File: src/rtl/rr_mux_k_to_1.sv
// Registered K-to-1 mux with round-robin arbitration and valid/ready on every port.
// Define RRMUX_FIXED_PRIORITY_EN to replace round-robin with fixed lowest-index priority.
module rr_mux_k_to_1 #(
  parameter int unsigned K    = 4,
  parameter int unsigned SIZE = 16,
  parameter int unsigned BIT  = $clog2(K)
) (
  input  logic            clk,
  input  logic            rst,
  input  logic [K-1:0]    in_valid,
  input  logic [K*SIZE-1:0] in_data,
  output logic [K-1:0]    in_ready,
  output logic            out_valid,
  output logic [SIZE-1:0] out_data,
  output logic [BIT-1:0]  out_sel,
  input  logic            out_ready
);

  logic [BIT-1:0] ptr;
  logic [BIT-1:0] g;
  logic [BIT:0]   idx;
  logic           found;
  logic           load;
  logic [K-1:0]   grant;

  assign load = !out_valid | out_ready;

  // Scan channels starting at ptr, wrapping at K; the first valid one wins.
  always_comb begin
    grant = '0;
    g     = '0;
    found = 1'b0;
    idx   = '0;
    for (int unsigned i = 0; i < K; i++) begin
      idx = {1'b0, ptr} + (BIT+1)'(i);
      if (idx >= (BIT+1)'(K)) begin
        idx = idx - (BIT+1)'(K);
      end
      if (!found && in_valid[idx[BIT-1:0]]) begin
        found = 1'b1;
        g     = idx[BIT-1:0];
      end
    end
    if (found) begin
      grant[g] = 1'b1;
    end
  end

  assign in_ready = grant & {K{load}};

  always_ff @(posedge clk) begin
    if (rst) begin
      out_valid <= 1'b0;
      out_data  <= '0;
      out_sel   <= '0;
    end else if (load) begin
      if (found) begin
        out_valid <= 1'b1;
        out_data  <= in_data[g*SIZE +: SIZE];
        out_sel   <= g;
      end else begin
        out_valid <= 1'b0;
      end
    end
  end

`ifdef RRMUX_FIXED_PRIORITY_EN
  assign ptr = '0;
`else
  always_ff @(posedge clk) begin
    if (rst) begin
      ptr <= '0;
    end else if (load && found) begin
      ptr <= (g == BIT'(K-1)) ? '0 : g + 1'b1;
    end
  end
`endif

endmodule

File: config.mk
export PLATFORM = sky130hd
export DESIGN_NAME = rr_mux_k_to_1
export DESIGN_NICKNAME = d
export VERILOG_FILES = /design/src/rtl/rr_mux_k_to_1.sv
export SDC_FILE = /design/constraint.sdc
export NUM_CORES = 1
export LEC_CHECK = 0
export BUFFER_PORTS_ARGS = -buffer_cell sky130_fd_sc_hd__buf_2
export CORE_UTILIZATION = 40
export DETAILED_ROUTE_END_ITERATION = 7
export PLACE_DENSITY = 0.8
export SYNTH_ARGS = -nofsm -noshare
export SYNTH_HDL_FRONTEND = slang
export SYNTH_SLANG_ARGS = --single-unit
File: constraint.sdc
create_clock -name clk -period 2.7 [get_ports clk]
set_input_delay 0 -clock clk [delete_from_list [all_inputs] [get_ports clk]]
set_output_delay 0 -clock clk [all_outputs]
set_load 0.05 [all_outputs]
==> impl_metrics.ini, run 1 <==
[power_and_ir_drop]
clockPowerShare = 0.129
swShare = 0.448
p_seq_frac = 0.345
p_int_mw = 0.634
power_density_nw_per_um2 = 624
switchingPower_mw = 0.515
p_leak_nw = 0.944
vdd_drop_max_uv = 305
p_comb_frac = 0.525

[yosys]
ys_seq_area_frac = 0.338
ys_types = 27
postSynthAreaPerCell_um2 = 9.57
synthXorXnorAreaFrac = 0
synth-simple-area-share = 0.147
yosysTopAreaCell = dfxtp_1
muxShareOfSynthArea = 0.274
synth_top_cell_area_share = 0.338
syn-cell-area_um2 = 1240
ys_top_cells_by_area = dfxtp_1 (34%), mux2i_1 (27%), o221ai_1 (9.9%)
synth_top_family_by_area = multiplexers
synth_fa_ha_area_frac = 0.0101
synth-seq-cells = 21
synth_compound_area_frac = 0.182
netlist_instances = 130
synthesis.nets = 202
ys_warn_count = 0

[sta]
worst_slew_pin_slew_ns = 0.739
hold_violations = 0
fin_crit_ns = 2.47
setup_violations = 0
timing.final.crit_share = 0.914
grt_setup_unrepaired = no
skew_ns = 0.00622
max_freq_mhz = 405
maxSlewHeadroom = 0.506
drv_slew = 0
timing.setup.tns_ns = 0

[global_routing]
grt_use_total = 0.202
grt_pass1_vias = 1275
grt_pass1_wl_um = 5350
gr-total-overflow = 0
grt_max_degree = 38
antenna_found_initial = 0

[cts]
clock-root-buffer = clkbuf_4
clk_latency_ns = 0.29
cts_tree = yes
clockBufferDepth = 2
post-cts-setup-buffers = 0
cts_sinks = 21
path_clk_slew_ns = 0.12
cts_buffers = 3
htreeDepth = 1

[critical_path]
worstPathCellList = nor2b_1 > o21ai_1 > o221a_4 > nand3b_1 > o221ai_1 > dlygate4sd3_1
critPathArrivalTime_ns = 2.72
worstSetupEndpointType = register
worstPathRequired_ns = 2.95
worstSetupPathType = register to register
cp_num_buf_inv = 1
slowest_stage = dlygate4sd3_1
crit_fanout = 16
critPathLaunchType = register
critical_path.max_stage_delay_ns = 0.58
cp_top_family = compound AO/OA/AOI/OAI gates

[place]
gp_congestion = 0.841
dpl_cell_area_um2 = 1700
port_buffers = 93
post-dp-hpwl_um = 2470

[outcome]
failed_checks = design-rule violations
outcome = finished with violations

[layout]
fin_util = 0.646
synthToLayoutAreaGrowth_pct = 48.1
nets = 303
diodes = 0
drive_gt1_frac = 0.452
design_area_um2 = 1840

[floorplanning]
die_area_um2 = 3340
io_pins = 94
num_rows = 19
start_util = 0.436
die_h_um = 57.8
die_x_um = 57.8
design.core.area_um2 = 2850

[routing]
routed_wl_um = 3440
ant_nets = 0
drc = 8
drtIter0Drc = 38
routed_via_density = 5.23
wl_per_cell_um = 13.2
dr_total_vias = 1365
dr.pass1.iters = 7

[flow_run]
maxCapViolations = 0

[hold_path]
min_path_type = primary input to register
## metrics by stage
| stage | hold WS (ns) | power [mW] | instances | setup WS (ns) |
|---|---|---|---|---|
| CTS | 0.00326 | 1.16 | 261 | 0.140 |
| global placement | 0.267 | 0.979 | 247 | 0.653 |
| floorplan | 0.0691 | 0.848 | 130 | 0.788 |
| detailed placement | 0.271 | 0.986 | 247 | 0.578 |
| global route | 0.00594 | 1.21 | 261 | 0.0541 |
| finish | 0.00650 | 1.15 | 261 | 0.232 |
## power by group through the flow
stage          Sequential (mW)  Clock (mW)  Combinational, mW
6_report                 0.397       0.149              0.604
5_1_grt                  0.404       0.170              0.639
4_1_cts                  0.396       0.158              0.604
3_5_place_dp             0.402           0              0.584
3_3_place_gp             0.400           0              0.579
2_1_floorplan            0.573           0              0.275
## synthesized netlist by cell type
library cell and instances:
a211oi_1 1, a21oi_1 3, a21oi_2 1, and2_1 1
and3_1 2, buf_2 4, buf_4 1, buf_6 2
clkbuf_1 1, dfxtp_1 21, ha_1 1, inv_1 2
mux2i_1 34, nand2_1 21, nand2b_1 1, nand3b_1 1
nor2_1 8, nor2b_1 2, nor2b_4 1, nor4_1 1
o211ai_1 1, o21ai_1 1, o221a_4 1, o221ai_1 14
o221ai_2 2, o32a_1 1, or3b_1 1
## worst register-to-register path, delay by kind of cell, from the launching register on
kind                   cells  cell delay, ns
buffers and inverters      1            0.58
flip-flops                 1            0.43
AND/OR/NAND/NOR            2            0.61
AO/OA/AOI/OAI              3            0.81
## kinds of logic after synthesis
| family | after synthesis |
|---|---|
| compound gates | 25 |
| fa+ha+maj | 1 |
| buf+inv | 10 |
| flops | 21 |
| mux | 34 |
| simple gates | 39 |
## path summary, 6_finish.rpt
path	cells after the start	to	startpoint	slack, ns
min reg2reg	2	out_data[6]	out_data[6]	0.47
min	3	out_data[14]	in_data[62]	0.007
max	6	out_data[12]	ptr[0]	0.23
max reg2reg	6	out_data[12]	ptr[0]	0.23
## flip-flops by register name (all words and copies together), names as in the netlist
name       flops
ptr            2
out_data      16
out_valid      1
out_sel        2
## what timing repair did
action                                 in CTS  in global routing
setup endpoints to repair                   0                  1
gates resized for setup                     0                  1
endpoints found under the hold margin      11                  0
hold buffers                               10                  0
## per-layer routing
layer	vias up	track usage	share of wire	routed length [um]
li1	689	-	-	-
met1	626	0.237	0.41	1430
met2	48	0.382	0.50	1730
met3	2	0.0290	0.075	259
met4	0	0.0510	0.0073	25
met5	-	0	0	0
## area by class of cell
type	count	area [um^2]
clock buffers	3	22.5
clock inverters	1	5.00
well taps	31	38.8
repair buffers	104	573
flip-flops and latches	21	420
multi-input cells	99	774
fillers	269	1010
inverters	2	7.51
## cell usage in the layout (no fill, tap or decap), drive strengths merged
cell type	synthesis	routed
a211oi	1	1
a21oi	4	4
and2	1	1
and3	2	2
buf	7	94
clkbuf	1	3
clkinv	0	1
dfxtp	21	21
dlygate4sd3	0	10
ha	1	1
inv	2	2
mux2i	34	34
nand2	21	21
nand2b	1	1
nand3b	1	1
nor2	8	8
nor2b	3	3
nor4	1	1
o211ai	1	1
o21ai	1	1
o221a	1	1
o221ai	16	16
o32a	1	1
or3b	1	1
(Power assumes the default switching activity.)
==> run 2, diff against run 1 <==
==> constraint.sdc (replaced) <==
create_clock -name clk -period 2.5 [get_ports clk]
set_input_delay 0 -clock clk [delete_from_list [all_inputs] [get_ports clk]]
set_output_delay 0 -clock clk [all_outputs]
set_load 0.05 [all_outputs]
==> run 2 against run 1 <==
Against the previous run:
- the flow still finishes with violations (design-rule violations)
- cell count unchanged
- via count up 2.2%
- fmax up 2.9%
- sequential power up 8.1%
- setup slack worse by 0.13 ns
- clock skew up 0.00072 ns
- first-iteration DRC count up 68%
- clock power up 9%
- routed wire length up 6.6%
- global-route usage up 1.0 points
- critical path type unchanged
- highest routed layer unchanged
==> impl_metrics.ini, run 2 (synthesis results as in run 1) <==
[outcome]
outcome = finished with violations
failed_checks = design-rule violations

[layout]
largest_reg_flops = 16
final_common_cell = buf_2
fin_util = 0.648
largestRegisters = out_data (16), out_sel (2), ptr (2)
largest-register = out_data
design_area_um2 = 1850
layout_common_cells = buf_2 (93), mux2i_1 (34), nand2_1 (21), dfxtp_1 (21), o221ai_1 (14)
nets = 303
diodes = 0
nFillCells = 262
drive_gt1_frac = 0.457
synthToLayoutAreaGrowth_pct = 48.6

[critical_path]
worstPathCellList = nor2b_1 > o21ai_1 > o221a_4 > or3b_1 > o221ai_2 > dlygate4sd3_1
crit_fanout = 16
r2r_slack_ns = 0.10
reg2regPathDepth = 6
critical_path.max_stage_delay_ns = 0.64
critPathLaunchType = register
worstSetupEndpointType = register
worstSetupPathType = register to register
worstPathRequired_ns = 2.75
r2r-start = ptr[0]
critPathArrivalTime_ns = 2.65
reg2reg_to = out_data[2]
slowest_stage = or3b_1

[routing]
routed_wl_um = 3670
routed_via_density = 5.34
wl_per_cell_um = 14.1
drc = 8
dr_total_vias = 1395
ant_nets = 0
drtIter0Drc = 64
dr.pass1.iters = 7

[floorplanning]
design.core.area_um2 = 2850
die_h_um = 57.8
die_x_um = 57.8
die_area_um2 = 3340
num_rows = 19
start_util = 0.436
io_pins = 94

[hold_path]
hp-start = in_data[48]
hold_depth = 3
whs_endpoint = out_data[0]
min_path_type = primary input to register

[flow_run]
maxCapViolations = 0

[cts]
htreeDepth = 1
path_clk_slew_ns = 0.12
cts_sinks = 21
cts_tree = yes
cts_buffers = 3
clockBufferDepth = 2
clk_latency_ns = 0.30
clock-root-buffer = clkbuf_4

[global_routing]
gr-total-overflow = 0
grt_max_degree = 21
antenna_found_initial = 0
grt_pass1_wl_um = 5540
grt_pass1_vias = 1309
grt_use_total = 0.212

[power_and_ir_drop]
p_leak_nw = 0.947
power_density_nw_per_um2 = 680
vdd_drop_max_uv = 264

[sta]
drv_slew = 0
timing.setup.tns_ns = 0
maxSlewHeadroom = 0.574
fin_crit_ns = 2.40
hold_violations = 0
timing.final.crit_share = 0.960
setup_violations = 0
grt_setup_unrepaired = no
skew_ns = 0.00694
max_freq_mhz = 417
worst_slew_pin_slew_ns = 0.638

[place]
port_buffers = 93
gp_congestion = 0.839
dpl_cell_area_um2 = 1730
post-dp-hpwl_um = 2640
## run 2: cell count changes in the layout (fill, tap and decap cells not counted)
cell | before | now
dlygate4sd3_1 | 10 | 8
clkinv_2 | 1 | 0
buf_12 | 0 | 1
clkbuf_1 | 0 | 1
buf_4 | 1 | 2
## run 2: per-stage QoR
step / power (mW) / hold slack, ns / worst slack (ns) / std cells
6_report: 1.26 / 0.00609 / 0.100 / 261
3_3_place_gp: 1.07 / 0.270 / 0.644 / 249
3_5_place_dp: 1.08 / 0.272 / 0.542 / 249
4_1_cts: 1.26 / 0.000220 / 0.0853 / 259
5_1_grt: 1.33 / 0.00234 / 0.00721 / 261
2_1_floorplan: 0.916 / 0.0691 / 0.588 / 130
## run 2: how the worst max path moves through the flow
stage           start            to  depth (start not counted)
2_1_floorplan  ptr[1]   in_ready[0]                          6
3_3_place_gp   ptr[1]   out_data[1]                          6
3_5_place_dp   ptr[1]   out_data[1]                          6
4_1_cts        ptr[1]  out_data[14]                          7
5_1_grt        ptr[0]   out_data[2]                          6
6_report       ptr[0]   out_data[2]                          6
## run 2: worst max-delay path, delay by kind of cell (launching register included)
| kind | cells | cell delay, ns |
|---|---|---|
| DFF | 1 | 0.37 |
| AOI/OAI and AO/OA | 3 | 0.57 |
| buffers and inverters | 1 | 0.57 |
| and+or+nand+nor | 2 | 0.85 |
## run 2: power breakdown
group	switching, mW	internal (mW)	total, mW
combinational	0.424	0.240	0.664
sequential	0.0347	0.394	0.429
clock	0.101	0.0620	0.163
total	0.560	0.697	1.26
## run 2: layout make-up
class / instances / area (um^2) / area share
sequential: 21 / 420 / 0.227
multi-input combinational: 99 / 774 / 0.419
timing repair buffer: 104 / 581 / 0.314
inverter: 2 / 7.51 / 0.00406
clock buffer: 4 / 26.3 / 0.0142
tap: 31 / 38.8 / 0.0210
## run 2: per-layer routing
metal	up-vias	GRT usage	wire length, um
li1	692	-	-
met1	639	0.248	1400
met2	62	0.387	1950
met3	2	0.0379	291
met4	0	0.0748	25
met5	-	0	0
## run 2: timing repair
action                                  4_1_cts  5_1_grt
resized for setup                             0        1
buffers inserted                              0        0
endpoints found under the setup margin        0        1
endpoints found under the hold margin         9        1
hold buffers                                  6        2
==> run 3, diff against run 2 <==
--- a/config.mk
+++ b/config.mk
@@ -5,10 +5,12 @@
 export SDC_FILE = /design/constraint.sdc
 export NUM_CORES = 1
 export LEC_CHECK = 0
+export ABC_AREA = 1
 export BUFFER_PORTS_ARGS = -buffer_cell sky130_fd_sc_hd__buf_2
 export CORE_UTILIZATION = 40
 export DETAILED_ROUTE_END_ITERATION = 7
-export PLACE_DENSITY = 0.8
+export PLACE_DENSITY = 0.72
+export REMOVE_ABC_BUFFERS = 1
 export SYNTH_ARGS = -nofsm -noshare
 export SYNTH_HDL_FRONTEND = slang
 export SYNTH_SLANG_ARGS = --single-unit
==> run 3 against run 2 <==
Against the previous run:
- the run now ends clean
- critical endpoint is now in_ready[3]
- flip-flop and latch count did not move
- register-to-register slack improved by 0.32 ns
- largest cell class unchanged
- core utilization fell by 9.5 points
- combinational power rose to 4.3 times the previous value
- critical path type is now register to output pin
- area after synthesis rose by 44%
- setup slack improved by 0.13 ns
- die area rose by 42%
- global-route usage fell by 0.61 points
- hold slack improved by 0.041 ns
- synthesized cell count rose to 2.5 times the previous value
==> impl_metrics.ini, run 3 <==
[outcome]
outcome = finished clean

[yosys]
yosysMostFrequentCell = nand2_1
synth_top_cell_area_share = 0.235
ys_warn_count = 0
syn-cell-area_um2 = 1790
ys_top_cells_by_count = nand2_1 (106), nor2_1 (56), inv_1 (48)
ys_types = 22
ys.flop_type = dfxtp_1
ys_top_cells_by_area = dfxtp_1 (24%), nand2_1 (22%), nand3_1 (12%)
async_reset_ff_frac = 0
ys_seq_area_frac = 0.235
netlist_instances = 326
synth_edf_count = 0
yosysTopAreaCell = dfxtp_1
synth-seq-cells = 21
postSynthAreaPerCell_um2 = 5.48

[critical_path]
critPathLaunchType = register
critPathArrivalTime_ns = 2.27
reg2regPathDepth = 11
slowest_stage = dfxtp_2
r2r-start = ptr[0]
crit_top_cell = nand2_1
critical_path.max_stage_delay_ns = 0.44
reg2reg_to = out_data[7]
worstSetupPathType = register to output pin
worstSetupEndpointType = output pin
worstPathCellList = inv_2 > nand2_1 > nand3_1 > nand2_1 > nand2_1 > nand3_1 > nand3_4 > inv_4 > ha_1 > inv_1 > nor2_1 > buf_2
worstPathRequired_ns = 2.50
crit_fanout = 20
r2r_slack_ns = 0.42

[cts]
cts_tree = yes
clockBufferDepth = 2
clk_latency_ns = 0.26
ctsHoldBuffers = 0
path_clk_slew_ns = 0.08
cts_buffers = 3
clock-root-buffer = clkbuf_8
post-cts-setup-buffers = 0
htreeDepth = 1
cts_sinks = 21

[global_routing]
grt_max_degree = 26
grt_pass1_wl_um = 7400
antenna_found_initial = 0
grt_use_total = 0.206
gr-total-overflow = 0
grt_pass1_vias = 1769

[layout]
drive_gt1_frac = 0.288
nets = 486
largest_reg_flops = 16
largestRegisters = out_data (16), out_sel (2), ptr (2)
largest-register = out_data
layout_common_cells = nand2_1 (106), buf_2 (92), nor2_1 (56)
fin_util = 0.553
regArea_um2 = 422
synthToLayoutAreaGrowth_pct = 28.1
nFillCells = 446
diodes = 0
final_common_cell = nand2_1
multi_input_area_um2 = 1060

[sta]
hold_violations = 0
drv_slew = 0
holdWs_ns = 0.0474
worst_slew_pin_slew_ns = 0.515
setup_violations = 0
grt_setup_unrepaired = yes
fin_crit_ns = 2.27
timing.setup.tns_ns = 0
timing.final.crit_share = 0.909
skew_ns = 0.00430
max_freq_mhz = 440
maxSlewHeadroom = 0.656

[place]
port_buffers = 93
post-dp-hpwl_um = 3620
gp_congestion = 0.826

[power_and_ir_drop]
p_leak_nw = 1.47
p_seq_frac = 0.157
p_int_mw = 1.42
p_comb_frac = 0.783
swShare = 0.611
power_density_nw_per_um2 = 1600
switchingPower_mw = 2.24
vdd_drop_max_uv = 568
clockPowerShare = 0.060

[hold_path]
hp-start = in_data[52]
min_path_type = primary input to register
hold_depth = 5
whs_endpoint = out_data[4]

[routing]
drc = 0
ant_nets = 0
routed_wl_um = 4670
wl_per_cell_um = 10.1
dr.pass1.iters = 4
routed_via_density = 4.65
drtIter0Drc = 139
dr_total_vias = 2155

[floorplanning]
io_pins = 94
design.core.area_um2 = 4140
die_area_um2 = 4740
die_h_um = 68.9
die_x_um = 68.9
start_util = 0.431
num_rows = 23

[flow_run]
maxCapViolations = 0
run 3: changes by cell type after synthesis, moves of 4 or more:
cell,change
inv_1,+46
inv_2,+4
mux2i_1,-34
nand2_1,+85
nand2_2,+6
nand3_1,+42
nor2_1,+48
o21ai_0,+5
o21ai_1,+7
o221ai_1,-14
run 3: how the worst max path moves through the flow:
stage | startpoint | endpoint | slack [ns] | cells past startpoint
CTS | ptr[0] | in_ready[1] | 0.05 | 10
detailed placement | ptr[0] | ptr[1] | 0.21 | 11
global route | ptr[0] | in_ready[3] | -0.03 | 14
finish | ptr[0] | in_ready[3] | 0.23 | 12
global placement | ptr[0] | ptr[1] | 0.29 | 11
floorplan | ptr[0] | in_ready[1] | -0.08 | 8
run 3: layout make-up:
type                    instances  area share
clock buffers                   4      0.0197
inverters                      52      0.0863
multi-input cells             238       0.462
flip-flops and latches         21       0.184
well taps                      50      0.0273
repair buffers                 98       0.221
run 3: cell families (layout without fill, tap and decap cells):
group,count (synthesis),count (layout),share of synthesized area
compound gates,18,18,0.0511
fa+ha+maj,1,1,0.00700
buf+inv,67,154,0.173
simple gates,219,219,0.534
flops,21,21,0.235
run 3: routing by layer:
layer / GRT usage / part of all wire / vias to the layer above
li1: - / - / 1160
met1: 0.240 / 0.43 / 898
met2: 0.373 / 0.48 / 91
met3: 0.0477 / 0.087 / 6
met4: 0.0536 / 0.011 / 0
met5: 0 / 0 / -
run 3: power by group through the flow:
stage               Combinational, mW  Sequential (mW)  Clock [mW]
floorplan                        1.74            0.995           0
finish                           2.87            0.574       0.219
global route                     3.23            0.592       0.237
global placement                 2.83            0.573           0
CTS                              2.88            0.573       0.223
detailed placement               2.87            0.579           0
run 3: timing repair:
| item | in CTS | in global routing |
|---|---|---|
| pin swaps | 0 | 0 |
| endpoints found under the setup margin | 1 | 4 |
| gates resized for setup | 1 | 3 |
run 3: critical path: cells and delay by family (launching register included):
family / cells / cell delay [ns]
adders and majority gates: 1 / 0.17
buffers and inverters: 4 / 0.62
DFF: 1 / 0.44
and+or+nand+nor: 7 / 0.77
run 3: stage by stage:
| stage | setup slack [ns] | area (um^2) | cells | power (mW) |
|---|---|---|---|---|
| after global routing | -0.0256 | 2290 | 463 | 4.05 |
| after CTS | 0.0518 | 2290 | 463 | 3.68 |
| after global placement | 0.294 | 2240 | 459 | 3.41 |
| final | 0.226 | 2290 | 463 | 3.66 |
| after detailed placement | 0.209 | 2240 | 459 | 3.45 |
| after floorplan | -0.0798 | 1670 | 311 | 2.73 |
